## config.mk

```make
export PLATFORM = sky130hd
export DESIGN_NAME = dvp_pattern_source
export DESIGN_NICKNAME = d
export VERILOG_FILES = /design/src/rtl/dvp_src_pkg.sv /design/src/rtl/dvp_pattern_source_timing.sv /design/src/rtl/dvp_pattern_source.sv
export SDC_FILE = /design/constraint.sdc
export NUM_CORES = 1
export LEC_CHECK = 0
export ABC_CLOCK_PERIOD_IN_PS = 2700
export CORE_AREA = 5 5 75 77
export CTS_CLUSTER_DIAMETER = 60
export CTS_CLUSTER_SIZE = 28
export DETAILED_ROUTE_END_ITERATION = 6
export DIE_AREA = 0 0 80 82
export PLACE_DENSITY = 0.82
export SETUP_SLACK_MARGIN = 0.15
export SLEW_MARGIN = 0
export SYNTH_ARGS = -nofsm -noshare
export SYNTH_HDL_FRONTEND = slang
export SYNTH_SLANG_ARGS = --single-unit
```

## constraint.sdc

```tcl
create_clock -name i_clk -period 2.7 [get_ports i_clk]
set_input_delay 0.54 -clock i_clk [delete_from_list [all_inputs] [get_ports i_clk]]
set_output_delay 0.54 -clock i_clk [all_outputs]
set_load 0.005 [all_outputs]
```

## src/rtl/dvp_src_pkg.sv

```systemverilog
// rtl/dvp_src_pkg.sv - shared types, colour-bar constants and helpers for the DVP pattern source
//
// Purpose : state enum for the frame sequencer, the eight RGB565 bar colours,
//           and the pixel-to-bar lookup used by the top level.
// Ports   : none (package).

package dvp_src_pkg;

  typedef enum logic [2:0] {
    ST_IDLE   = 3'd0,
    ST_VSYNC  = 3'd1,
    ST_VBACK  = 3'd2,
    ST_ACTIVE = 3'd3,
    ST_VFRONT = 3'd4
  } state_t;

  localparam logic [15:0] BAR_0 = 16'hFFFF;  // white
  localparam logic [15:0] BAR_1 = 16'hFFE0;  // yellow
  localparam logic [15:0] BAR_2 = 16'h07FF;  // cyan
  localparam logic [15:0] BAR_3 = 16'h07E0;  // green
  localparam logic [15:0] BAR_4 = 16'hF81F;  // magenta
  localparam logic [15:0] BAR_5 = 16'hF800;  // red
  localparam logic [15:0] BAR_6 = 16'h001F;  // blue
  localparam logic [15:0] BAR_7 = 16'h0000;  // black

  // Eight equal-width bars across the active line.
  function automatic logic [2:0] bar_index(input int unsigned x, input int unsigned h_active);
    return 3'(x / (h_active / 8));
  endfunction

  function automatic logic [15:0] bar_color(input logic [2:0] idx);
    logic [15:0] c;
    case (idx)
      3'd0:    c = BAR_0;
      3'd1:    c = BAR_1;
      3'd2:    c = BAR_2;
      3'd3:    c = BAR_3;
      3'd4:    c = BAR_4;
      3'd5:    c = BAR_5;
      3'd6:    c = BAR_6;
      default: c = BAR_7;
    endcase
    return c;
  endfunction

endpackage

```

## src/rtl/dvp_pattern_source_timing.sv

```systemverilog
// rtl/dvp_pattern_source_timing.sv - byte/line counters and frame state machine (module dvp_timing_gen)
//
// Purpose : walks IDLE -> VSYNC -> VBACK -> ACTIVE -> VFRONT, every line being
//           2*H_ACTIVE + H_BLANK cycles long. All outputs are combinational
//           from the counters; the top level registers them.
// Ports   : clk, rst (async, active high), en (frame enable, level)
//           vsync       - in VSYNC state
//           href        - active byte slot of an ACTIVE line
//           x           - pixel index of the current byte pair
//           byte_lo     - second (low) byte of the pixel
//           frame_last  - last cycle of the frame (final VFRONT cycle)
//           frame_start - this edge enters VSYNC

module dvp_timing_gen
  import dvp_src_pkg::*;
#(
  parameter int H_ACTIVE    = 1280,
  parameter int H_BLANK     = 256,
  parameter int V_ACTIVE    = 720,
  parameter int VSYNC_LINES = 4,
  parameter int V_BACK      = 16,
  parameter int V_FRONT     = 8,
  localparam int XW         = $clog2(H_ACTIVE)
) (
  input  logic          clk,
  input  logic          rst,
  input  logic          en,
  output logic          vsync,
  output logic          href,
  output logic [XW-1:0] x,
  output logic          byte_lo,
  output logic          frame_last,
  output logic          frame_start
);

  localparam int L    = 2 * H_ACTIVE + H_BLANK;
  localparam int CW   = $clog2(L);
  localparam int M1   = (VSYNC_LINES > V_BACK) ? VSYNC_LINES : V_BACK;
  localparam int M2   = (V_ACTIVE > V_FRONT) ? V_ACTIVE : V_FRONT;
  localparam int MAXL = (M1 > M2) ? M1 : M2;
  localparam int LW   = $clog2(MAXL + 1);

  state_t          state, state_next;
  logic [CW-1:0]   col;
  logic [LW-1:0]   line;
  logic [LW-1:0]   lines_m1;
  logic            line_last;
  logic            state_last;

  always_comb begin
    lines_m1 = '0;
    case (state)
      ST_VSYNC:  lines_m1 = LW'(VSYNC_LINES - 1);
      ST_VBACK:  lines_m1 = LW'(V_BACK - 1);
      ST_ACTIVE: lines_m1 = LW'(V_ACTIVE - 1);
      ST_VFRONT: lines_m1 = LW'(V_FRONT - 1);
      default:   lines_m1 = '0;
    endcase
  end

  assign line_last  = (state != ST_IDLE) && (col == CW'(L - 1));
  assign state_last = line_last && (line == lines_m1);

  always_ff @(posedge clk or posedge rst) begin
    if (rst) state <= ST_IDLE;
    else     state <= state_next;
  end

  always_comb begin
    state_next = state;
    case (state)
      ST_IDLE:   if (en)         state_next = ST_VSYNC;
      ST_VSYNC:  if (state_last) state_next = ST_VBACK;
      ST_VBACK:  if (state_last) state_next = ST_ACTIVE;
      ST_ACTIVE: if (state_last) state_next = ST_VFRONT;
      // Enable is only looked at here, so a dropped enable never cuts a frame short.
      ST_VFRONT: if (state_last) state_next = en ? ST_VSYNC : ST_IDLE;
      default:                   state_next = ST_IDLE;
    endcase
  end

  always_ff @(posedge clk or posedge rst) begin
    if (rst) begin
      col  <= '0;
      line <= '0;
    end else if (state == ST_IDLE) begin
      col  <= '0;
      line <= '0;
    end else if (line_last) begin
      col  <= '0;
      line <= (line == lines_m1) ? '0 : line + LW'(1);
    end else begin
      col  <= col + CW'(1);
    end
  end

  assign vsync       = (state == ST_VSYNC);
  assign href        = (state == ST_ACTIVE) && (col < CW'(2 * H_ACTIVE));
  assign x           = col[XW:1];
  assign byte_lo     = col[0];
  assign frame_last  = (state == ST_VFRONT) && state_last;
  assign frame_start = (state_next == ST_VSYNC) && (state != ST_VSYNC);

endmodule

```

## src/rtl/dvp_pattern_source.sv

```systemverilog
// rtl/dvp_pattern_source.sv - DVP transmitter emitting an RGB565 colour-bar test image
//
// Purpose : sensor stand-in for the DVP receive path. Bytes are sent high byte
//           first; all outputs are registered on i_clk.
// Config  : DVP_SRC_SCROLL_EN - pattern scrolls left one pixel per frame.
// Ports   : i_clk        pixel clock
//           i_rst        async active-high reset
//           i_en         frame-generation enable (level)
//           o_dvp_vsync  frame sync
//           o_dvp_href   line valid
//           o_dvp_pdata  pixel byte, 0 while href is low
//           o_frame_done one-cycle pulse on the last cycle of each frame
//           o_frame_cnt  completed-frame count (wraps)

module dvp_pattern_source
  import dvp_src_pkg::*;
#(
  parameter int H_ACTIVE    = 1280,
  parameter int H_BLANK     = 256,
  parameter int V_ACTIVE    = 720,
  parameter int VSYNC_LINES = 4,
  parameter int V_BACK      = 16,
  parameter int V_FRONT     = 8
) (
  input  logic        i_clk,
  input  logic        i_rst,
  input  logic        i_en,
  output logic        o_dvp_vsync,
  output logic        o_dvp_href,
  output logic [7:0]  o_dvp_pdata,
  output logic        o_frame_done,
  output logic [15:0] o_frame_cnt
);

  localparam int XW = $clog2(H_ACTIVE);

  logic          tg_vsync;
  logic          tg_href;
  logic [XW-1:0] tg_x;
  logic          tg_byte_lo;
  logic          tg_frame_last;
  logic          tg_frame_start;
  logic [XW-1:0] pix_x;
  logic [15:0]   color;
  logic [7:0]    pdata_next;

  dvp_timing_gen #(
    .H_ACTIVE    (H_ACTIVE),
    .H_BLANK     (H_BLANK),
    .V_ACTIVE    (V_ACTIVE),
    .VSYNC_LINES (VSYNC_LINES),
    .V_BACK      (V_BACK),
    .V_FRONT     (V_FRONT)
  ) u_timing (
    .clk         (i_clk),
    .rst         (i_rst),
    .en          (i_en),
    .vsync       (tg_vsync),
    .href        (tg_href),
    .x           (tg_x),
    .byte_lo     (tg_byte_lo),
    .frame_last  (tg_frame_last),
    .frame_start (tg_frame_start)
  );

`ifdef DVP_SRC_SCROLL_EN
  logic [XW-1:0] offset;
  logic [XW:0]   pix_sum;

  // The frame counter bump lags frame_done by one edge, so fold in a pending
  // increment (either the one being signalled now or the one still in flight)
  // to latch the count of frames completed before this one starts.
  always_ff @(posedge i_clk or posedge i_rst) begin
    if (i_rst)               offset <= '0;
    else if (tg_frame_start) offset <= o_frame_cnt[XW-1:0] + XW'(tg_frame_last) + XW'(o_frame_done);
  end

  assign pix_sum = {1'b0, tg_x} + {1'b0, offset};
  assign pix_x   = XW'(pix_sum % (XW + 1)'(H_ACTIVE));
`else
  logic unused_frame_start;
  assign unused_frame_start = tg_frame_start;
  assign pix_x              = tg_x;
`endif

  assign color      = bar_color(bar_index(32'(pix_x), 32'(H_ACTIVE)));
  assign pdata_next = tg_byte_lo ? color[7:0] : color[15:8];

  always_ff @(posedge i_clk or posedge i_rst) begin
    if (i_rst) begin
      o_dvp_vsync  <= 1'b0;
      o_dvp_href   <= 1'b0;
      o_dvp_pdata  <= 8'h00;
      o_frame_done <= 1'b0;
      o_frame_cnt  <= 16'h0000;
    end else begin
      o_dvp_vsync  <= tg_vsync;
      o_dvp_href   <= tg_href;
      o_dvp_pdata  <= tg_href ? pdata_next : 8'h00;
      o_frame_done <= tg_frame_last;
      o_frame_cnt  <= o_frame_cnt + 16'(o_frame_done);
    end
  end

endmodule

```

==> impl_results.md <==
* Clock Skew at 0.00672 ns
* Leading cell types by total area after synthesis: dfrtp_1, xnor2_1, nand2_1
* Placer Congestion at 0.892
* WL/cell at 13.4 um
* Kind of critical path: reg -> reg
* Buf/Inv on CP at 1
* Cell taking the most area after synthesis: dfrtp_1
* Slowest-stage cell, CP: dfrtp_2
* HPWL after DPL at 3690 um
* Pin count of the biggest net entering global routing at 25
* Reg clk slew, reported paths at 0.09 ns
* Diode count at 0
* Register area at 1180 um2
* Via density at 5.56
* Total Routing Usage GR at 16.6%
* Number of routed nets with antenna violations at 0
* Crit-path max FO at 9
* DR pass1 iterations at 4
* Arrival @ worst endpoint at 2.56 ns
* VDD IR max at 0.000275 V
* Final core occ at 62.3%
* Syn Inst Count at 281
* Post-Route WL at 5050 um
* RSZ-0062 raised after global routing: false
* Cell with the most instances after synthesis: dfrtp_1
* Max incr delay on CP at 0.47 ns
* Vias in the first global route at 1972
* Critical path launch point type: register
* Die Height at 82 um
* Core footprint at 4940 um2
* Grt ovf at 0
* Net Count, Synth at 289
* Post-synth EDFFs at 0
* IO Count at 30
* Die X-Extent at 80 um
* Buffers on Ports at 29
* Commonest cells post-synth: dfrtp_1, nand2_1, nor2_1
* Die area at 6560 um2
* Outcome: completed
* Top-area cell type share of the netlist area at 44.7%
* Cell Area, Synth at 2630 um2
* Layout area overhead at 17.2%
* CP top delay family: adder cells
* Max clock buf depth at 2
* CTS Sinks at 47
* Mapped Avg Cell Area at 9.36 um2
* Max-Cap Viols at 0
* DR DRC count at 0
* Max-slew violation count at 0
* CTS tree: built
* Nets@finish at 315
* Worst setup EP type: register
* Synth warn at 0
* First-pass GRT wire length at 8640 um
* Final hold viol count at 0
* Synth unique cells at 50
* Hold buffers post-CTS at 0
* Starting Density at 53.2%
* Seq cells post-synth at 47
* Num CTS Buffers at 5
* Fraction of layout cells with a size suffix above 1 at 8.77%
* Final Cycle Share at 86.4%
* Fmax at 429 MHz
* Fillers at 411
* Hold Path Class: reg -> reg
* Clock latency on the worst-skew pair at 0.31 ns
* Asr flop ratio synth at 100%
* Synth Flop Type: dfrtp_1
* Initial drt markers at 108
* Area of the multi-input gates at 1350 um2
* WP data required at 2.93 ns
* Slew HR at 50.7%
* Worst-Margin Slew at 0.739 ns
* LEAKAGE at 1.35 nW
* Sequential element share of the synthesized area at 44.7%
* Via count at 2101
* Final TNS setup at 0 ns
* Root Driver: clkbuf_8
* H-tree depth at 2
* Cells along the critical path: nor2_1 -> inv_1 -> ha_1 -> nand2b_1 -> o21ai_1 -> and2_4 -> maj3_1 -> a211o_1 -> a21boi_1
* Std-Cell Rows at 26
* Antenna violations before repair at 0
* Final Critical Period at 2.33 ns
* Power per cell area at 403 nW/um2
* Final setup viols at 0
[per-stage QoR]
| step | instances | total power, mW | hold slack, ns | area [um2] | worst slack (ns) |
|---|---|---|---|---|---|
| floorplan | 281 | 0.728 | 0.468 | 2630 | 0.388 |
| global placement | 368 | 0.737 | 0.460 | 2950 | 0.364 |
| detailed placement | 368 | 0.737 | 0.467 | 2950 | 0.278 |
| CTS | 376 | 1.26 | 0.478 | 3060 | 0.246 |
| global route | 378 | 1.29 | 0.486 | 3080 | 0.171 |
| finish | 378 | 1.24 | 0.473 | 3080 | 0.366 |
[registers in the layout, indices dropped and copies added, names as in the netlist]
signal	count
o_dvp_pdata	3
u_timing.col	12
o_frame_done	1
o_dvp_href	1
u_timing.state	3
o_frame_cnt	16
u_timing.line	10
o_dvp_vsync	1
[what timing repair did]
item,in CTS,in global routing
setup buffers,0,2
setup endpoints to repair,0,3
resized for setup,0,3
[power by group]
part           internal [mW]  switching [mW]
Clock                  0.279           0.243
Combinational        0.00458          0.0140
Sequential             0.703               0
Total                  0.986           0.257
[worst paths after layout]
check                                            from                        end  slack, ns  cells after the start
setup / recovery           u_timing.col[10]$_DFF_PP0_   o_dvp_pdata[6]$_DFF_PP0_       0.37                      9
hold / removal              o_frame_cnt[15]$_DFF_PP0_  o_frame_cnt[15]$_DFF_PP0_       0.47                      1
setup reg to reg           u_timing.col[10]$_DFF_PP0_   o_dvp_pdata[6]$_DFF_PP0_       0.37                      9
hold reg to reg             o_frame_cnt[15]$_DFF_PP0_  o_frame_cnt[15]$_DFF_PP0_       0.47                      1
max in group asynchronous                       i_rst   o_dvp_pdata[4]$_DFF_PP0_       1.55                      3
min in group asynchronous                       i_rst   o_frame_cnt[5]$_DFF_PP0_       0.58                      2
[metal layers]
metal	wire, um	share of wire (%)	global-route usage [%]
met1	2260	45	19.4
met2	2530	50	29.6
met3	172	3.4	2.96
met4	93	1.8	7.77
met5	0	0	0
[cell families after synthesis]
family / after synthesis / share of synthesized area [%]
flip-flops: 47 / 44.7
AO/OA/AOI/OAI: 49 / 13.4
XOR/XNOR: 25 / 8.32
adder cells (fa/ha/maj): 6 / 2.76
AND/OR/NAND/NOR: 130 / 25.3
buffers and inverters: 21 / 4.14
multiplexers: 3 / 1.38
[cell type report]
| class | instances | area share [%] |
|---|---|---|
| sequential | 47 | 38.2 |
| inverter | 5 | 0.609 |
| clock buffer | 5 | 2.23 |
| multi-input combinational | 213 | 43.7 |
| clock inverter | 3 | 1.50 |
| tap | 70 | 2.84 |
| timing repair buffer | 35 | 10.9 |
[cell usage in the layout, fill, tap and decap left out, drive strengths merged, types with 7 or more instances in the layout]
cell	Yosys	layout
dfrtp	47	47
nand2	32	32
clkdlybuf4s50	0	29
nor2	28	28
nand3	22	22
xnor2	17	17
o21ai	15	15
and3	10	10
nand4	8	8
xor2	8	8
a21oi	7	7
No activity file was read; power rests on OpenSTA's default activity.
